### src/rtl/odd_parity_pkg.sv
//==============================================================================
// Module   : odd_parity_pkg
// Purpose  : Shared definitions for the odd-parity serial link (transmitter and
//            receiver/checker): frame state encoding, frame length and the
//            framing bit levels.
// Ports    : none (package)
// Revision : 1.0 - initial release
//==============================================================================
`default_nettype none

package odd_parity_pkg;

  // Default payload width of a frame.
  localparam int DATA_W_DFLT = 4;

  // start + data + parity + stop
  localparam int FRAME_BITS = DATA_W_DFLT + 3;

  // Line levels for the framing bits; the line idles at the stop level.
  localparam logic START_BIT = 1'b0;
  localparam logic STOP_BIT  = 1'b1;

  typedef enum logic [2:0] {
    IDLE   = 3'd0,
    START  = 3'd1,
    DATA   = 3'd2,
    PARITY = 3'd3,
    STOP   = 3'd4
  } state_t;

endpackage

`default_nettype wire

### src/rtl/odd_parity_bit_gen.sv
//==============================================================================
// Module   : odd_parity_bit_gen
// Purpose  : Combinational odd-parity generator. o_par is chosen so that
//            {i_data, o_par} holds an odd number of ones. The receiver reuses
//            this block to check incoming frames.
// Ports    : i_data [DATA_W-1:0] - data word
//            o_par                - odd parity bit for i_data
// Revision : 1.0 - initial release
//==============================================================================
`default_nettype none

module odd_parity_bit_gen #(
  parameter int DATA_W = 4
) (
  input  logic [DATA_W-1:0] i_data,
  output logic              o_par
);

  assign o_par = ~^i_data;

endmodule

`default_nettype wire

### src/rtl/odd_parity_serial_tx.sv
//==============================================================================
// Module   : odd_parity_serial_tx
// Purpose  : Accepts a DATA_W-bit word over valid/ready, appends an odd parity
//            bit and shifts the frame out LSB first:
//            start(0), data[0..DATA_W-1], parity, stop(1); each bit is held
//            for CLKS_PER_BIT clocks.
// Ports    : clk      - clock, rising edge
//            rst_n    - asynchronous active-low reset
//            tx_valid - source presents a word on tx_data
//            tx_data  - word to send, sampled on handshake only
//            tx_ready - word can be accepted (IDLE, not in reset)
//            tx_out   - serial line, idles high
//            tx_par   - parity of the word in flight (registered)
//            busy     - frame in progress
//            done     - one-cycle pulse on the last cycle of the stop bit
// Revision : 1.0 - initial release
//==============================================================================
`default_nettype none

module odd_parity_serial_tx
  import odd_parity_pkg::*;
#(
  parameter int DATA_W       = DATA_W_DFLT,
  parameter int CLKS_PER_BIT = 4
) (
  input  logic              clk,
  input  logic              rst_n,
  input  logic              tx_valid,
  input  logic [DATA_W-1:0] tx_data,
  output logic              tx_ready,
  output logic              tx_out,
  output logic              tx_par,
  output logic              busy,
  output logic              done
);

  localparam logic [7:0] c_LAST_TICK = 8'(CLKS_PER_BIT - 1);
  localparam logic [2:0] c_LAST_BIT  = 3'(DATA_W - 1);

  state_t            r_state;
  state_t            w_state_nxt;
  logic [7:0]        r_tick;
  logic [2:0]        r_bit;
  logic [DATA_W-1:0] r_shift;
  logic              r_par;
  logic              r_ready;

  logic              w_accept;
  logic              w_bit_end;
  logic              w_par;
  logic              w_tx_out;
  logic              w_done;

  odd_parity_bit_gen #(
    .DATA_W (DATA_W)
  ) u_par_gen (
    .i_data (tx_data),
    .o_par  (w_par)
  );

  // r_ready is only ever set while the FSM is heading into IDLE, so it alone
  // qualifies the handshake.
  assign w_accept  = r_ready && tx_valid;
  assign w_bit_end = (r_tick == c_LAST_TICK);

  //--------------------------------------------------------------------------
  // Next state and line/strobe decode
  //--------------------------------------------------------------------------
  always_comb begin
    w_state_nxt = r_state;
    w_tx_out    = STOP_BIT;
    w_done      = 1'b0;
    case (r_state)
      IDLE: begin
        if (w_accept) w_state_nxt = START;
      end
      START: begin
        w_tx_out = START_BIT;
        if (w_bit_end) w_state_nxt = DATA;
      end
      DATA: begin
        w_tx_out = r_shift[0];
        if (w_bit_end && (r_bit == c_LAST_BIT)) w_state_nxt = PARITY;
      end
      PARITY: begin
        w_tx_out = r_par;
        if (w_bit_end) w_state_nxt = STOP;
      end
      STOP: begin
        w_tx_out = STOP_BIT;
        if (w_bit_end) begin
          w_done      = 1'b1;
          w_state_nxt = IDLE;
        end
      end
      default: w_state_nxt = IDLE;
    endcase
  end

  //--------------------------------------------------------------------------
  // State register
  //--------------------------------------------------------------------------
  always_ff @(posedge clk or negedge rst_n) begin
    if (!rst_n) r_state <= IDLE;
    else        r_state <= w_state_nxt;
  end

  //--------------------------------------------------------------------------
  // Datapath: bit timer, bit index, shift register, parity, ready
  //--------------------------------------------------------------------------
  always_ff @(posedge clk or negedge rst_n) begin
    if (!rst_n) begin
      r_tick  <= 8'd0;
      r_bit   <= 3'd0;
      r_shift <= '0;
      r_par   <= 1'b0;
      r_ready <= 1'b0;
    end else begin
      // Ready is registered so it stays low through reset and rises on the
      // first clock after release, and drops the cycle after a handshake.
      r_ready <= (w_state_nxt == IDLE);

      if (r_state == IDLE) begin
        r_tick <= 8'd0;
        if (w_accept) begin
          r_shift <= tx_data;
          r_par   <= w_par;
        end
      end else if (w_bit_end) begin
        r_tick <= 8'd0;
      end else begin
        r_tick <= r_tick + 8'd1;
      end

      // Index is cleared throughout START so it is zero on entering DATA.
      if (r_state == START) begin
        r_bit <= 3'd0;
      end else if ((r_state == DATA) && w_bit_end) begin
        r_shift <= r_shift >> 1;
        r_bit   <= r_bit + 3'd1;
      end
    end
  end

  assign tx_ready = r_ready;
  assign tx_out   = w_tx_out;
  assign tx_par   = r_par;
  assign busy     = (r_state != IDLE);
  assign done     = w_done;

endmodule

`default_nettype wire

### config.mk
export PLATFORM = sky130hd
export DESIGN_NAME = odd_parity_serial_tx
export DESIGN_NICKNAME = d
export VERILOG_FILES = /design/src/rtl/odd_parity_pkg.sv /design/src/rtl/odd_parity_bit_gen.sv /design/src/rtl/odd_parity_serial_tx.sv
export SDC_FILE = /design/constraint.sdc
export NUM_CORES = 1
export LEC_CHECK = 0
export BUFFER_PORTS_ARGS = -buffer_cell sky130_fd_sc_hd__buf_2
export CORE_MARGIN = 10
export CORE_UTILIZATION = 40
export CTS_CLUSTER_SIZE = 25
export DETAILED_ROUTE_END_ITERATION = 16
export PLACE_DENSITY = 0.68
export SYNTH_ARGS = -nofsm -noshare
export SYNTH_HDL_FRONTEND = slang
export SYNTH_SLANG_ARGS = --single-unit
### constraint.sdc
create_clock -name clk -period 2.17 [get_ports clk]
set_clock_uncertainty 0.2 [all_clocks]
set_input_delay 0.3255 -clock clk [delete_from_list [all_inputs] [get_ports clk]]
set_output_delay 0.3255 -clock clk [all_outputs]
set_load 0.02 [all_outputs]
After elaboration in Yosys (flattened, before gate mapping)
Cells that the tools add are included.
{"block": "totals", "output_inout_bits": 5, "inputBits": 7, "reg_bits": 20, "elab_cells": 40}
{"block": "op_classes", "add_sub_neg": 2, "reduce_logical": 9, "n_mux": 17, "eq_ne": 6}
{"op": "$mux 3", "n": 7}
{"op": "$mux 4", "n": 4}
{"op": "$mux 8", "n": 2}
{"op": "$pmux 3 s5", "n": 1}
{"op": "$eq 3x2->1 const B", "n": 3}
{"op": "$add 8x1->8 const B", "n": 1}
{"op": "$eq 8x2->1 const B", "n": 1}
{"op": "$logic_not 3->1", "n": 2}
{"op": "$reduce_xnor 4->1", "n": 1}
{"op": "$add 3x1->3 const B", "n": 1}
{"op": "$eq 3x1->1 const B", "n": 1}
{"op": "$eq 3x3->1 const B", "n": 1}
{"op": "$logic_and 1x1->1", "n": 3}
{"op": "$pmux 1 s3", "n": 1}
{"op": "$reduce_bool 3->1", "n": 1}
{"op": "$mux 1", "n": 2}
{"op": "$reduce_and 2->1", "n": 1}
{"op": "$reduce_bool 2->1", "n": 1}

Logic depth before layout (Yosys ltp)
Gate-level depths: netlist of run 1.
{"block": "logic_depth", "depth_word": 5, "mapped_depth": 6, "depth_no_buf": 6}

Modules after synthesis
Synthesis of run 1 repeated with hierarchy kept, for this count alone.
{"block": "hier_totals", "cells_unflattened": 101, "hier_area_um2": 1034.7}
{"mod": "odd_parity_serial_tx", "area_each_um2": 1008.5, "seq_area_each_um2": 500.5, "cells_each": 98, "instances": 1}
{"mod": "odd_parity_bit_gen", "area_each_um2": 26.3, "seq_area_each_um2": 0.0, "cells_each": 3, "instances": 1}

Worst setup path before layout of run 1
OpenSTA, ideal clock, no wires.
{"block": "synth_path", "kind": "register to output", "start": "reg r_tick[0]", "end": "out done", "t_required_ns": 1.645, "stages_incl_launch_ff": 5, "arrival_time_ns": 1.347, "setup_slack_ns": 0.297, "cell_sequence": "dfrtp_1 > ha_1 > nor4b_4 > nand2_1 > nor2_1"}
{"block": "synth_between", "elab_chain_cells": 3}
{"item": "start, declared", "line": "odd_parity_serial_tx.sv:42", "rtl": "logic [7:0] r_tick;"}
{"item": "start signal, assigned", "line": "odd_parity_serial_tx.sv:132", "rtl": "r_tick <= r_tick + 8'd1;"}
{"item": "$eq 8x2->1", "line": "odd_parity_serial_tx.sv:64", "rtl": "assign w_bit_end = (r_tick == c_LAST_TICK);"}
{"item": "$mux 1", "line": "odd_parity_serial_tx.sv:91", "rtl": "if (w_bit_end) begin"}
{"item": "$mux 1", "line": "odd_parity_serial_tx.sv:73", "rtl": "case (r_state)"}
{"item": "end, declared", "line": "odd_parity_serial_tx.sv:34", "rtl": "output logic done"}
No other way between the ends.

Final worst setup path of run 1
Ends and elaborated chain as after synthesis.

==> results.tsv, run 1 <==
stage	metric	value	unit
outcome	outcome	completed	
grt	grt_overflow	0	
floorplan	die_y	70.6	um
logic_synthesis	ys_types	27	
cts	cts.clk_slew.worst_paths	0.13	ns
cells_and_area	nNetsFinal	130	
drt	met3_length	119	um
sta	finalSetupTns	0	ns
drt	via_per_inst	5.17	
cts	cts_tree	done	
cts	clock_latency	0.31	ns
floorplan	initial_core_util	41.7	%
cts	root_buffer	clkbuf_4	
critical_path	reg2reg_depth	6	
sta	worst_pin_slew	0.457	ns
power_and_ir_drop	power_density	1180	nW/um^2
grt	grt_usage	8.00	%
logic_synthesis	ys_ff_latch	20	
critical_path	crit_type	reg2out	
logic_synthesis	syn-num-nets	114	
cts	clkSinkCount	20	
critical_path	required	1.64	ns
logic_synthesis	syn_area_per_cell	9.84	sq um
placement	place_ws	0.236	ns
grt	grt_pass1_vias	742	
floorplan	dieWidth	70.6	um
logic_synthesis	syn_area	1020	sq um
cells_and_area	synthToLayoutAreaGrowth	16.5	%
floorplan	pin_count	12	
sta	period_needed	2.07	ns
drt	first_iter_violations	48	
cells_and_area	fill_cells	241	
sta	fmaxAchievable	482	MHz
power_and_ir_drop	leakage	0.000564	uW
drt	met2_length	954	um
cts	htree_levels	1	
power_and_ir_drop	p_seq_share	42.7	%
placement	place.gp.congestion	0.703	
worst_hold_path	hp-class	in2reg	
critical_path	crit_path_end_kind	output pin	
drt	drc	0	
drt	drt_wl_total	2010	um
logic_synthesis	ys_seq_area_share	48.9	%
critical_path	path_max_fanout	4	
power_and_ir_drop	p_comb_share	35.2	%
cells_and_area	drive_above_1_share	23.5	%
grt	grt_pass1_wl	3370	um
drt	first_pass_iters	4	
sta	setup_viol	0	
drt	vias	771	
worst_hold_path	hold_path_depth	3	
cts	cts_buffer_depth	2	
power_and_ir_drop	p_sw_share	37.7	%
grt	antenna_found_initial	0	
sta	fin_ws	0.0953	ns
critical_path	r2r_slack	0.26	ns
logic_synthesis	synth_edf_count	0	
power_and_ir_drop	power.internal	878	uW
power_and_ir_drop	peakVddDrop	0.584	mV
drt	top_layer	met4	
critical_path	cp-start-kind	register	
logic_synthesis	yosys_most_used_dff	dfrtp_1	
critical_path	critPathArrivalTime	1.55	ns
flow_run	cap_violations	0	
cells_and_area	antenna_cells	0	
power_and_ir_drop	p_switching	531	uW
cells_and_area	layout_common_cells	dfrtp_1, nor2_1, nand2_1, nand3_1, buf_2	
sta	slew_violations	0	
cells_and_area	final_common_cell	dfrtp_1	
cells_and_area	multi_input_area	499	sq um
cts	cts_buffers	3	
placement	dp_hpwl	1490	um
logic_synthesis	synthCells	104	
logic_synthesis	synthArstFlopShare	100	%
placement	io_buffers	11	
sta	hold_viol	0	
sta	period_share	95.6	%
logic_synthesis	synth_warnings	0	
floorplan	core-area	2450	sq um
sta	slew-limit-headroom	69.5	%
floorplan	rows	18	
drt	met1_length	915	um
drt	drt.antenna.violating_nets	0	
power_and_ir_drop	pwr-share-clk	22.1	%
drt	wl_per_cell	13.5	um
floorplan	dieArea	4980	sq um
cells_and_area	ff_latch_area	500	sq um
grt	grt_max_degree	21	
## timing repair
action,4_1_cts,5_1_grt
gates resized for setup,1,2
hold buffers,1,0
endpoints found under the setup margin,1,1
setup buffers,1,1
endpoints found under the hold margin,20,0
## final timing paths
check                                     startpoint                   end
worst max-delay path             r_tick[0]$_DFF_PN0_                  done
worst min-delay path                      tx_data[3]  r_shift[3]$_DFF_PN0_
worst max register to register   r_tick[0]$_DFF_PN0_  r_bit[0]$_DFFE_PN0P_
worst min register to register  r_bit[0]$_DFFE_PN0P_  r_bit[0]$_DFFE_PN0P_
max in group asynchronous                      rst_n  r_bit[1]$_DFFE_PN0P_
min in group asynchronous                      rst_n   r_tick[0]$_DFF_PN0_
## worst max-delay path, cell delays in order (launching register included)
cell     delay, ns
dfrtp_1       0.46
ha_4          0.19
nor4b_4       0.20
nand2_1       0.10
nor2_1        0.12
buf_2         0.17
## state kept, by name (all words and copies together), names as in the netlist
| name | count |
|---|---|
| r_tick | 8 |
| r_shift | 4 |
| r_bit | 3 |
| r_state | 3 |
| tx_par | 1 |
| tx_ready | 1 |
## through the flow
step	area [sq um]	hold slack [ns]	cells	utilization [%]	total power, uW
3_5_place_dp	1100	0.100	142	44.7	1070
2_1_floorplan	1020	-0.170	104	-	935
4_1_cts	1170	0.0716	148	47.7	1400
6_report	1190	0.0661	149	48.6	1410
5_1_grt	1190	0.0836	149	48.6	1510
3_3_place_gp	1100	0.0884	142	44.7	1050
## synthesized netlist by cell type, drive strengths merged, types with 2 or more instances
cell | n | area [sq um]
dfrtp | 20 | 500
and3 | 4 | 26.3
xor2 | 7 | 61.3
buf | 4 | 26.3
xnor2 | 3 | 26.3
nand3 | 11 | 55.1
ha | 3 | 37.5
inv | 4 | 15.0
nand2 | 13 | 48.8
o21ai | 6 | 41.3
nor3 | 2 | 15.0
nor2 | 15 | 56.3
a31oi | 3 | 18.8
## power groups by stage
stage               clock (uW)  sequential, uW  combinational, uW
finish                     312             602                496
global route               325             626                562
CTS                        313             597                485
detailed placement           0             601                469
global placement             0             597                457
floorplan                    0             559                376
## kinds of logic (layout without fill, tap and decap cells)
family                   after synthesis  in the layout  share of synthesized area (%)
AND/OR/NAND/NOR                       49             49                           24.8
adder cells (fa/ha/maj)                3              3                           3.67
AO/OA/AOI/OAI                         13             13                           9.05
XOR/XNOR                              10             10                           8.56
multiplexers                           1              1                          0.978
flip-flops                            20             20                           48.9
buffers and inverters                  8             23                           4.03
## area by class of cell
| cell class | instances | share of cell area (%) |
|---|---|---|
| repair buffers | 15 | 7.35 |
| inverters | 4 | 1.26 |
| clock inverters | 1 | 2.52 |
| multi-input cells | 76 | 41.9 |
| flip-flops and latches | 20 | 42.0 |
| clock buffers | 3 | 1.89 |
| well taps | 30 | 3.15 |
## metal layers
metal  global-route usage (%)  up-vias
met2                     12.8       15
met5                        0        -
met3                     2.65        2
met1                     9.65      372
li1                         -      382
met4                     3.23        0
(Power assumes the default switching activity.)
==> run 2: changes to the inputs <==
- ABC_AREA: unset -> 1
- CORE_ASPECT_RATIO: unset -> 0.5
==> run 2 against run 1 <==
Net effect: critical endpoint unchanged; largest cell class unchanged; first-iteration DRC count fell by 17%; wire length fell by 2.0%; cell count rose by 24%; non-clock buffer count fell by 3; sequential cell count did not move.
==> results.tsv, run 2 <==
stage	metric	value	unit	change
power_and_ir_drop	fin_total_pwr	1460	uW	+3.7%
cells_and_area	final_common_cell	nand2_1		
logic_synthesis	ys_types	26		-3.7%
cts	cts_buffer_depth	2		unchanged
cells_and_area	fill_cells	258		+7.1%
logic_synthesis	synthArstFlopShare	100	%	unchanged
sta	fin_ws	0.229	ns	+0.134 ns
logic_synthesis	ys_top_cells_by_count	nand2_1, dfrtp_1, nor2_1, inv_1, nand3_1		
sta	slew-limit-headroom	69.8	%	+0.26 points
sta	holdWs	0.133	ns	+0.0669 ns
cells_and_area	synthToLayoutAreaGrowth	15.4	%	
critical_path	crit_type	reg2out		
outcome	outcome	completed		
placement	dp_hpwl	1530	um	+2.8%
critical_path	critPathSlowestCell	dfrtp_1		
logic_synthesis	synthCells	132		+27%
logic_synthesis	syn-num-nets	142		+25%
sta	hold_viol	0		unchanged
cts	cts_resized	0		-1
sta	rsz0062_at_grt	no		
critical_path	crit_family	flip-flops		
critical_path	crit_path_end_kind	output pin		
critical_path	critPathArrivalTime	1.42	ns	-0.13 ns
critical_path	cp-start-kind	register		
sta	period_share	89.5	%	-6.2 points
cts	cts_buffers	3		unchanged
logic_synthesis	ys_ff_latch	20		unchanged
cts	root_buffer	clkbuf_8		
cells_and_area	largest_register	r_tick		
sta	worst_pin_slew	0.453	ns	-0.00389 ns
grt	grt_pass1_vias	839		+13%
cells_and_area	largest_reg_flops	8		unchanged
grt	grt_overflow	0		unchanged
placement	place.gp.congestion	0.821		+17%
power_and_ir_drop	leakage	0.000621	uW	+10%
floorplan	initial_core_util	41.7	%	about the same
power_and_ir_drop	peakVddDrop	0.444	mV	-24%
drt	via_per_inst	4.55		-12%
floorplan	core-area	2590	sq um	+5.4%
critical_path	worst_path_most_repeated_cell	nor2_1		
grt	grt_usage	8.52	%	+0.52 points
power_and_ir_drop	power_density	1180	nW/um^2	-0.55%
logic_synthesis	synth_edf_count	0		unchanged
cts	cts.clk_slew.worst_paths	0.07	ns	-0.06 ns
grt	grt_pass1_wl	3590	um	+6.7%
cts	htree_levels	1		unchanged
logic_synthesis	synth.most_common_cell	nand2_1		
critical_path	worstPathCellList	ha_1, nand2_1, nor2_1, nand2_2, nor2_1, buf_2		
critical_path	path_max_fanout	5		+1
cells_and_area	layout_common_cells	nand2_1, dfrtp_1, nor2_1, inv_1, buf_2		
sta	period_needed	1.94	ns	-0.134 ns
cells_and_area	final_core_util	48.1	%	-0.48 points
cells_and_area	nNetsFinal	159		+22%
drt	drc	0		unchanged
cts	holdBufCountCts	1		unchanged
logic_synthesis	synth_top_area_cell	dfrtp_1		
logic_synthesis	yosys_most_used_dff	dfrtp_1		
cts	cts_tree	done		
critical_path	crit_buf_inv	1		unchanged
cells_and_area	drive_above_1_share	21.6	%	-1.9 points
placement	place_ws	0.511	ns	+0.274 ns
grt	grt_max_degree	21		unchanged
drt	drt_wl_total	1970	um	-2.0%
cts	post_cts.repair.setup_buffers	0		-1
flow_run	cap_violations	0		unchanged
sta	fmaxAchievable	515	MHz	+6.9%
grt	antenna_found_initial	0		unchanged
logic_synthesis	synth_top_area_share	46.5	%	-2.4 points
drt	drt.antenna.violating_nets	0		unchanged
drt	first_iter_violations	40		-17%
logic_synthesis	syn_area	1080	sq um	+5.3%
floorplan	dieWidth	93.4	um	+32%
drt	vias	841		+9.1%
placement	io_buffers	11		unchanged
sta	setup_viol	0		unchanged
critical_path	required	1.64	ns	about the same
critical_path	critPathMaxStageDelay	0.38	ns	-0.08 ns
cells_and_area	top_regs	r_tick (8), r_shift (4)		
floorplan	dieArea	5290	sq um	+6.3%
cells_and_area	antenna_cells	0		unchanged
drt	first_pass_iters	4		unchanged
floorplan	pin_count	12		unchanged
sta	finalSetupTns	0	ns	unchanged
logic_synthesis	ys_seq_area_share	46.5	%	-2.4 points
cts	clock_latency	0.26	ns	-0.05 ns
sta	slew_violations	0		unchanged
logic_synthesis	post_synth_main_area_contributors	dfrtp_1, nand2_1, nor2_1		
drt	wl_per_cell	10.6	um	-21%
logic_synthesis	syn_area_per_cell	8.16	sq um	-17%
logic_synthesis	synth_warnings	0		unchanged
worst_hold_path	hp-class	in2reg		
floorplan	die_y	56.7	um	-20%
cts	clkSinkCount	20		unchanged
floorplan	rows	13		-5
[run 2: worst reg2reg max path: stages (launching register included)]
cell and delay [ns]:
dfrtp_1 0.38, ha_1 0.24, nand2_1 0.11, nor2_4 0.20, nand2_4 0.11, nand2_1 0.12
o22ai_1 0.07
[run 2: layout make-up]
class	instances	area [sq um]	area share (%)
clock buffers	4	55.1	4.43
repair buffers	12	65.1	5.23
well taps	37	46.3	3.72
multi-input cells	92	500	40.2
flip-flops and latches	20	500	40.2
inverters	20	76.3	6.14
[run 2: stage by stage]
step | instances | area [sq um]
after floorplan | 132 | 1080
after global placement | 180 | 1180
after detailed placement | 180 | 1180
after CTS | 185 | 1240
after global routing | 185 | 1240
final | 185 | 1240
[run 2: cell families (layout without fill, tap and decap cells)]
group / Yosys count / in the layout / synth area share (%)
adders and majority gates: 3 / 3 / 3.48
xor gates and xnor gates: 5 / 5 / 4.07
buffers and inverters: 20 / 36 / 7.08
and+or+nand+nor: 71 / 71 / 32.1
DFF: 20 / 20 / 46.5
AOI/OAI and AO/OA: 13 / 13 / 6.85
[run 2: layer usage]
layer / track usage (%) / up-vias / wire length, um / share of wire, %
met2: 13.5 / 11 / 886 / 45
li1: - / 448 / - / -
met1: 9.65 / 378 / 957 / 49
met3: 3.71 / 4 / 80 / 4.1
met5: 0 / - / 0 / 0
met4: 3.93 / 0 / 43 / 2.2
[run 2: final timing paths]
path | start | endpoint | slack (ns) | cells after the start
worst max-delay path | r_tick[0]$_DFF_PN0_ | done | 0.23 | 6
worst min-delay path | tx_data[3] | r_shift[3]$_DFF_PN0_ | 0.13 | 3
worst max register to register | r_tick[0]$_DFF_PN0_ | r_bit[2]$_DFFE_PN0P_ | 0.63 | 6
worst min register to register | r_tick[0]$_DFF_PN0_ | r_tick[0]$_DFF_PN0_ | 0.27 | 1
max in group asynchronous | rst_n | r_tick[7]$_DFF_PN0_ | 1.12 | 2
min in group asynchronous | rst_n | r_shift[3]$_DFF_PN0_ | 0.34 | 2
[run 2: power by group]
group	internal (uW)	switching, uW	leakage, uW	total [uW]
Sequential	485	83.5	0.000260	569
Clock	162	126	0.0000288	288
Combinational	214	392	0.000332	605
Total	861	601	0.000621	1460
